==> config.mk <==
export PLATFORM = sky130hd
export DESIGN_NAME = axi_dw_w_splitter_flat
export DESIGN_NICKNAME = d
export VERILOG_FILES = /design/src/rtl/axi_dw_w_splitter_if.sv /design/src/rtl/axi_dw_w_splitter.sv /design/src/flat_wrapper.sv
export SDC_FILE = /design/constraint.sdc
export NUM_CORES = 1
export LEC_CHECK = 0
export BUFFER_PORTS_ARGS = -buffer_cell sky130_fd_sc_hd__buf_2
export CAP_MARGIN = 10
export CORE_AREA = 2 2 61 78
export DETAILED_ROUTE_END_ITERATION = 12
export DIE_AREA = 0 0 63 80
export GPL_TIMING_DRIVEN = 0
export PLACE_DENSITY = 0.92
export RECOVER_POWER = 25
export SYNTH_ARGS = -nofsm -noshare
export SYNTH_HDL_FRONTEND = slang
export SYNTH_SLANG_ARGS = --single-unit
export TNS_END_PERCENT = 100
==> constraint.sdc <==
create_clock -name clk_i -period 4.8 [get_ports clk_i]
set_input_delay 0.24 -clock clk_i [delete_from_list [all_inputs] [get_ports clk_i]]
set_output_delay 0.24 -clock clk_i [all_outputs]
set_load 0.01 [all_outputs]
==> src/rtl/axi_dw_w_splitter_if.sv <==
// rtl/axi_dw_w_splitter_if.sv - split command, wide W and narrow W signal bundle for axi_dw_w_splitter
interface axi_dw_w_splitter_if #(
    parameter int unsigned SlvPortDataWidth = 64,
    parameter int unsigned MstPortDataWidth = 32,
    parameter int unsigned UserWidth        = 8
);
    localparam int unsigned SlvBytes = SlvPortDataWidth / 8;
    localparam int unsigned MstBytes = MstPortDataWidth / 8;
    localparam int unsigned OffWidth = (SlvBytes > 1) ? $clog2(SlvBytes) : 1;

    logic                        cmd_valid;
    logic                        cmd_ready;
    logic [OffWidth-1:0]         cmd_offset;
    logic [2:0]                  cmd_size;
    logic [7:0]                  cmd_len;

    logic [SlvPortDataWidth-1:0] slv_w_data;
    logic [SlvBytes-1:0]         slv_w_strb;
    logic [UserWidth-1:0]        slv_w_user;
    logic                        slv_w_last;
    logic                        slv_w_valid;
    logic                        slv_w_ready;

    logic [MstPortDataWidth-1:0] mst_w_data;
    logic [MstBytes-1:0]         mst_w_strb;
    logic [UserWidth-1:0]        mst_w_user;
    logic                        mst_w_last;
    logic                        mst_w_valid;
    logic                        mst_w_ready;

    logic                        protocol_err;

    // Splitter side: consumes commands and wide beats, produces narrow beats.
    modport slave (
        input  cmd_valid, cmd_offset, cmd_size, cmd_len,
        output cmd_ready,
        input  slv_w_data, slv_w_strb, slv_w_user, slv_w_last, slv_w_valid,
        output slv_w_ready,
        output mst_w_data, mst_w_strb, mst_w_user, mst_w_last, mst_w_valid,
        input  mst_w_ready,
        output protocol_err
    );

    modport master (
        output cmd_valid, cmd_offset, cmd_size, cmd_len,
        input  cmd_ready,
        output slv_w_data, slv_w_strb, slv_w_user, slv_w_last, slv_w_valid,
        input  slv_w_ready,
        input  mst_w_data, mst_w_strb, mst_w_user, mst_w_last, mst_w_valid,
        output mst_w_ready,
        input  protocol_err
    );
endinterface

==> src/rtl/axi_dw_w_splitter.sv <==
// rtl/axi_dw_w_splitter.sv - downsizer W splitter; AXI_DW_W_SPLITTER_OUT_REG_EN adds a narrow-side spill register
module axi_dw_w_splitter #(
    parameter int unsigned SlvPortDataWidth = 64,
    parameter int unsigned MstPortDataWidth = 32,
    parameter int unsigned UserWidth        = 8
) (
    input  logic               clk_i,
    input  logic               rst_ni,
    axi_dw_w_splitter_if.slave bus
);
    localparam int unsigned SlvBytes     = SlvPortDataWidth / 8;
    localparam int unsigned MstBytes     = MstPortDataWidth / 8;
    localparam int unsigned Lanes        = SlvBytes / MstBytes;
    localparam int unsigned PtrWidth     = (SlvBytes > 1) ? $clog2(SlvBytes) : 1;
    localparam int unsigned LaneWidth    = (Lanes > 1) ? $clog2(Lanes) : 1;
    localparam int unsigned MstOff       = $clog2(MstBytes);
    localparam int unsigned PayloadWidth = MstPortDataWidth + MstBytes + UserWidth + 1;

    typedef enum logic {IDLE, SPLIT} state_e;

    state_e                 state_q, state_d;
    logic [PtrWidth-1:0]    ptr_q, ptr_d;
    logic [2:0]             size_q, size_d;
    logic [7:0]             cnt_q, cnt_d;

    logic [Lanes-1:0][MstPortDataWidth-1:0] data_lanes;
    logic [Lanes-1:0][MstBytes-1:0]         strb_lanes;
    logic [LaneWidth-1:0]   lane;
    logic [PtrWidth-1:0]    ptr_next;
    logic [PtrWidth-1:0]    offset_aligned;
    logic                   last_beat;
    logic                   consume;
    logic                   sel_valid;
    logic                   sel_ready;
    logic                   fire;
    logic [PayloadWidth-1:0] sel_payload;

    assign data_lanes = bus.slv_w_data;
    assign strb_lanes = bus.slv_w_strb;
    assign lane       = LaneWidth'(ptr_q >> MstOff);

    // Step of 2^size truncated to the pointer width wraps inside the wide word;
    // a full-width step collapses to zero and lands back on offset 0.
    assign ptr_next       = ptr_q + (PtrWidth'(1) << size_q);
    assign offset_aligned = bus.cmd_offset & ~((PtrWidth'(1) << bus.cmd_size) - PtrWidth'(1));
    assign last_beat      = (cnt_q == 8'd0);
    assign consume        = last_beat || (ptr_next == '0);

    always_ff @(posedge clk_i) begin
        if (!rst_ni) begin
            state_q <= IDLE;
            ptr_q   <= '0;
            size_q  <= '0;
            cnt_q   <= '0;
        end else begin
            state_q <= state_d;
            ptr_q   <= ptr_d;
            size_q  <= size_d;
            cnt_q   <= cnt_d;
        end
    end

    always_comb begin
        state_d          = state_q;
        ptr_d            = ptr_q;
        size_d           = size_q;
        cnt_d            = cnt_q;
        bus.cmd_ready    = 1'b0;
        bus.slv_w_ready  = 1'b0;
        bus.protocol_err = 1'b0;
        sel_valid        = 1'b0;
        sel_payload      = '0;
        fire             = 1'b0;
        unique case (state_q)
            IDLE: begin
                bus.cmd_ready = 1'b1;
                if (bus.cmd_valid) begin
                    ptr_d   = offset_aligned;
                    size_d  = bus.cmd_size;
                    cnt_d   = bus.cmd_len;
                    state_d = SPLIT;
                end
            end
            SPLIT: begin
                sel_valid       = bus.slv_w_valid;
                sel_payload     = {data_lanes[lane], strb_lanes[lane], bus.slv_w_user, last_beat};
                bus.slv_w_ready = sel_ready && consume;
                fire            = sel_valid && sel_ready;
                // WLAST is only checked; the narrow burst length always follows cnt.
                if (bus.slv_w_valid && sel_ready && consume) begin
                    bus.protocol_err = (bus.slv_w_last != last_beat);
                end
                if (fire) begin
                    ptr_d = ptr_next;
                    cnt_d = cnt_q - 8'd1;
                    if (last_beat) begin
                        state_d = IDLE;
                    end
                end
            end
            default: state_d = IDLE;
        endcase
    end

`ifdef AXI_DW_W_SPLITTER_OUT_REG_EN
    logic                    out_valid_q;
    logic                    skid_valid_q;
    logic [PayloadWidth-1:0] out_payload_q;
    logic [PayloadWidth-1:0] skid_payload_q;

    // The skid slot absorbs the beat selected in the cycle the output stalls,
    // so the upstream ready is registered yet throughput stays one beat per cycle.
    assign sel_ready = !skid_valid_q;

    always_ff @(posedge clk_i) begin
        if (!rst_ni) begin
            out_valid_q    <= 1'b0;
            skid_valid_q   <= 1'b0;
            out_payload_q  <= '0;
            skid_payload_q <= '0;
        end else if (!out_valid_q || bus.mst_w_ready) begin
            if (skid_valid_q) begin
                out_payload_q <= skid_payload_q;
                out_valid_q   <= 1'b1;
                skid_valid_q  <= 1'b0;
            end else begin
                out_payload_q <= sel_payload;
                out_valid_q   <= sel_valid;
            end
        end else if (fire) begin
            skid_payload_q <= sel_payload;
            skid_valid_q   <= 1'b1;
        end
    end

    assign {bus.mst_w_data, bus.mst_w_strb, bus.mst_w_user, bus.mst_w_last} = out_payload_q;
    assign bus.mst_w_valid = out_valid_q;
`else
    assign sel_ready = bus.mst_w_ready;
    assign {bus.mst_w_data, bus.mst_w_strb, bus.mst_w_user, bus.mst_w_last} = sel_payload;
    assign bus.mst_w_valid = sel_valid;
`endif
endmodule

==> src/flat_wrapper.sv <==
// flat-port wrapper written by rule: the top's interface ports become plain ports
module axi_dw_w_splitter_flat 
#(
    parameter int unsigned SlvPortDataWidth = 64,
    parameter int unsigned MstPortDataWidth = 32,
    parameter int unsigned UserWidth        = 8
)
  (clk_i, rst_ni, bus_cmd_valid, bus_cmd_offset, bus_cmd_size, bus_cmd_len, bus_cmd_ready, bus_slv_w_data, bus_slv_w_strb, bus_slv_w_user, bus_slv_w_last, bus_slv_w_valid, bus_slv_w_ready, bus_mst_w_data, bus_mst_w_strb, bus_mst_w_user, bus_mst_w_last, bus_mst_w_valid, bus_mst_w_ready, bus_protocol_err);
  axi_dw_w_splitter_if #(.SlvPortDataWidth(SlvPortDataWidth), .MstPortDataWidth(MstPortDataWidth), .UserWidth(UserWidth)) bus_i ();
  input  logic clk_i;
  input  logic rst_ni;
  input wire logic [$bits(bus_i.cmd_valid)-1:0] bus_cmd_valid;
  input wire logic [$bits(bus_i.cmd_offset)-1:0] bus_cmd_offset;
  input wire logic [$bits(bus_i.cmd_size)-1:0] bus_cmd_size;
  input wire logic [$bits(bus_i.cmd_len)-1:0] bus_cmd_len;
  output wire logic [$bits(bus_i.cmd_ready)-1:0] bus_cmd_ready;
  input wire logic [$bits(bus_i.slv_w_data)-1:0] bus_slv_w_data;
  input wire logic [$bits(bus_i.slv_w_strb)-1:0] bus_slv_w_strb;
  input wire logic [$bits(bus_i.slv_w_user)-1:0] bus_slv_w_user;
  input wire logic [$bits(bus_i.slv_w_last)-1:0] bus_slv_w_last;
  input wire logic [$bits(bus_i.slv_w_valid)-1:0] bus_slv_w_valid;
  output wire logic [$bits(bus_i.slv_w_ready)-1:0] bus_slv_w_ready;
  output wire logic [$bits(bus_i.mst_w_data)-1:0] bus_mst_w_data;
  output wire logic [$bits(bus_i.mst_w_strb)-1:0] bus_mst_w_strb;
  output wire logic [$bits(bus_i.mst_w_user)-1:0] bus_mst_w_user;
  output wire logic [$bits(bus_i.mst_w_last)-1:0] bus_mst_w_last;
  output wire logic [$bits(bus_i.mst_w_valid)-1:0] bus_mst_w_valid;
  input wire logic [$bits(bus_i.mst_w_ready)-1:0] bus_mst_w_ready;
  output wire logic [$bits(bus_i.protocol_err)-1:0] bus_protocol_err;
  assign bus_i.cmd_valid = bus_cmd_valid;
  assign bus_i.cmd_offset = bus_cmd_offset;
  assign bus_i.cmd_size = bus_cmd_size;
  assign bus_i.cmd_len = bus_cmd_len;
  assign bus_cmd_ready = bus_i.cmd_ready;
  assign bus_i.slv_w_data = bus_slv_w_data;
  assign bus_i.slv_w_strb = bus_slv_w_strb;
  assign bus_i.slv_w_user = bus_slv_w_user;
  assign bus_i.slv_w_last = bus_slv_w_last;
  assign bus_i.slv_w_valid = bus_slv_w_valid;
  assign bus_slv_w_ready = bus_i.slv_w_ready;
  assign bus_mst_w_data = bus_i.mst_w_data;
  assign bus_mst_w_strb = bus_i.mst_w_strb;
  assign bus_mst_w_user = bus_i.mst_w_user;
  assign bus_mst_w_last = bus_i.mst_w_last;
  assign bus_mst_w_valid = bus_i.mst_w_valid;
  assign bus_i.mst_w_ready = bus_mst_w_ready;
  assign bus_protocol_err = bus_i.protocol_err;
  axi_dw_w_splitter #(.SlvPortDataWidth(SlvPortDataWidth), .MstPortDataWidth(MstPortDataWidth), .UserWidth(UserWidth)) u_core (.clk_i(clk_i), .rst_ni(rst_ni), .bus(bus_i));
endmodule
==> flow_summary.ini <==
[status]
result_of_the_run = finished clean

[cts]
clockBufferDepth = 2
cts_tree = yes
cts-htree-levels = 1
cts.clk_slew.worst_paths_ps = 60
cts_made_buffers = 3
cts.sinks = 15
ctsHoldBuffers = 0
cts-resized-gates = 0
clock_insertion_delay_worst_skew_ps = 260
cts_setup_buffers = 0
clock_tree.root_cell = sky130_fd_sc_hd__clkbuf_8

[synthesis]
synth_fp_nets = 319
synth_flop_cell = sky130_fd_sc_hd__dfxtp_1
synth_cell_type_count = 50
synth_area_um2 = 1670
post_synth.cell_area_avg_um2 = 7.79
synthesized_instance_count = 214
seq_area_frac_synth_pct = 18.0
synth-async-reset-ratio_pct = 0
synth_enable_flop_cells = 0
postSynthRegisterBits = 15
yosysWarnings = 0

[worst_setup_path]
r2r-end = u_core.ptr_q[2]$_SDFFE_PN0P_
cp_slowest_stage_delay_ps = 370
arrival_ps = 2380
crit_required_ps = 4560
cp_common_cell = sky130_fd_sc_hd__xnor2_1
crit_chain = nor3_1 -> ha_1 -> inv_1 -> fa_1 -> xnor2_1 -> xnor2_1 -> and4b_1 -> o21ba_1 -> buf_2
worst-path-max-fanout = 4
critPathLaunch = u_core.size_q[0]$_SDFFE_PN0P_
critical_path.slowest_cell = sky130_fd_sc_hd__fa_1
critical_path.endpoint_type = output pin
critical_path.reg2reg.startpoint = u_core.size_q[0]$_SDFFE_PN0P_
worst_setup_path_start_kind = register
timing_worst_setup_path_type = register to output pin
r2r.worst_path.cells = 8
timing.reg2reg.setup_slack_ps = 2770

[grt]
grt_overflow = 0
grt_pass1_wl_um = 9050
first_global_vias = 2087
initial_antenna_violation_count = 2
track_usage_pct = 22.5
pin_count_of_the_biggest_net_entering_global_routing = 11

[job]
drv.max_cap_violation_count = 0

[final_layout]
layout.nets = 472
area_growth_syn_to_layout_pct = 48.4
layout.filler_cells = 393
drive_above_1_share_pct = 45.1

[worst_hold_path]
min_to = u_core.size_q[0]$_SDFFE_PN0P_
whs_path_depth = 3
hp-class = input port to register
hp-start = bus_cmd_size[0]

[power]
design_power_total_uw = 514
total_switching_power_uw = 196
seqPwrFrac_pct = 28.9
part_of_the_power_in_the_clock_network_pct = 21.4
combinational_power_share_pct = 49.7
power.internal_uw = 318
power_per_cell_area_nw_per_um2 = 208
p_leak_nw = 1.30
max_rail_drop_vdd_mv = 0.193
sw_frac_of_total_pct = 38.1

[place]
count_of_buffers_inserted_at_the_top_level_ports = 148
detailedPlace.worstSlack_ps = 2510
gpl.final_weighted_congestion = 0.919
place.detailed.hpwl_um = 4860

[sta]
timing_max_transition_violations_final = 0
achievable-frequency_mhz = 381
finalHoldViolations = 0
grt_setup_unrepaired = false
worst_slew_pin_slew_ps = 777
worst_slew_slack_as_a_fraction_of_its_limit_pct = 48.0
clock_skew_ps = 1.04
setup_viol_count_final = 0
fin_crit_sh_pct = 54.6
min_tclk_post_route_ps = 2620
setup_tns_ps = 0
fin_ws_ps = 2180

[route]
drc_errors = 0
via_count = 2150
route.antenna.remaining_nets = 0
route.detailed.vias_per_inst = 5.06
routedWlPerCell_um = 13.9
drtPass1Iterations = 4
dr.first_iter.drc_count = 55
route.final.wire_length_um = 5900

[die]
die_height_um = 80
initial_core_utilization_pct = 38.8
boundaryPins = 149
die-width_um = 63
core-area_um2 = 4290
num_rows = 27
dieArea_um2 = 5040
## kinds of logic after synthesis
group | count (synthesis) | synth area share, %
simple gates | 92 | 26.7
fa+ha+maj | 5 | 4.20
flops | 15 | 18.0
mux | 40 | 24.0
xor+xnor | 3 | 1.58
compound gates | 35 | 17.3
buf+inv | 24 | 8.18
## how the worst max path moves through the flow
stage,slack [ps],end
2_1_floorplan,2780,bus_protocol_err
3_3_place_gp,2520,bus_protocol_err
3_5_place_dp,2510,bus_protocol_err
4_1_cts,2210,bus_protocol_err
5_1_grt,2020,bus_protocol_err
6_report,2180,bus_protocol_err
## registers in the layout, summed over array words and instances, names as in the netlist
register        count
u_core.ptr_q        3
u_core.state_q      1
u_core.cnt_q        8
u_core.size_q       3
## power by group through the flow
stage / registers, mW / clock network (mW) / logic [mW]
CTS: 0.148 / 0.110 / 0.264
global placement: 0.150 / 0 / 0.255
global route: 0.150 / 0.114 / 0.280
finish: 0.149 / 0.110 / 0.255
detailed placement: 0.151 / 0 / 0.262
floorplan: 0.148 / 0 / 0.166
## through the flow
stage,hold slack (ps),util (%),instance area (um2),std cells
3_5_place_dp,488,57.8,2480,420
6_report,270,57.7,2470,425
3_3_place_gp,469,57.8,2480,420
2_1_floorplan,358,-,1670,214
5_1_grt,292,57.7,2470,425
4_1_cts,277,58.9,2520,424
## per-layer routing
layer	track usage, %	vias to the layer above	part of all wire (%)
li1	-	1045	-
met1	23.8	959	36
met2	41.6	131	51
met3	5.92	13	10
met4	9.78	2	2.1
met5	0	-	0.22
## area by class of cell
class / count / area (um2) / share of cell area (%)
multi-input combinational: 175 / 1200 / 48.5
timing repair buffer: 148 / 736 / 29.7
sequential: 15 / 300 / 12.1
buffer: 15 / 83.8 / 3.39
tap: 58 / 72.6 / 2.93
clock buffer: 4 / 45.0 / 1.82
inverter: 9 / 33.8 / 1.37
antenna: 1 / 2.50 / 0.101
## cells in the mapped netlist (all sizes together) (2+ instances only)
library cell / count / area share (%)
a31oi: 2 / 1.7
clkbuf: 3 / 0.68
mux2i: 40 / 24
buf: 12 / 5.5
o21ai: 7 / 2.1
inv: 9 / 2.0
nand2: 12 / 2.7
a21oi: 8 / 2.6
xnor2: 2 / 1.1
nor3: 3 / 1.2
and2: 9 / 3.4
dfxtp: 15 / 18
ha: 4 / 3.0
nor2: 51 / 11
o211a: 2 / 1.2
nor2b: 5 / 2.0
a211oi: 2 / 1.2
and3: 3 / 1.1
nor3b: 3 / 1.7
## cell usage in the layout, fill, tap and decap left out, types with 2 or more instances in the layout
master                     instances
sky130_fd_sc_hd__inv_1             9
sky130_fd_sc_hd__buf_4             4
sky130_fd_sc_hd__nand2_1          12
sky130_fd_sc_hd__xnor2_1           2
sky130_fd_sc_hd__clkbuf_1         11
sky130_fd_sc_hd__ha_1              4
sky130_fd_sc_hd__o21ai_1           2
sky130_fd_sc_hd__a21oi_1           8
sky130_fd_sc_hd__clkbuf_8          3
sky130_fd_sc_hd__nor3b_1           2
sky130_fd_sc_hd__nor3_1            2
sky130_fd_sc_hd__nor2b_1           4
sky130_fd_sc_hd__o21ai_0           5
sky130_fd_sc_hd__a31oi_1           2
sky130_fd_sc_hd__mux2i_1          40
sky130_fd_sc_hd__buf_2           148
sky130_fd_sc_hd__and2_1            9
sky130_fd_sc_hd__dfxtp_1          15
sky130_fd_sc_hd__o211a_1           2
sky130_fd_sc_hd__nor2_1           51
sky130_fd_sc_hd__and3_1            3
## worst max-delay path, delay by kind of cell, from the launching register on
kind            cells  cell delay [ps]
xor+xnor            2              470
flops               1              340
fa+ha+maj           2              540
simple gates        2              460
compound gates      1              140
buf+inv             2              180
Note: power is estimated with default switching activity, not from simulation.
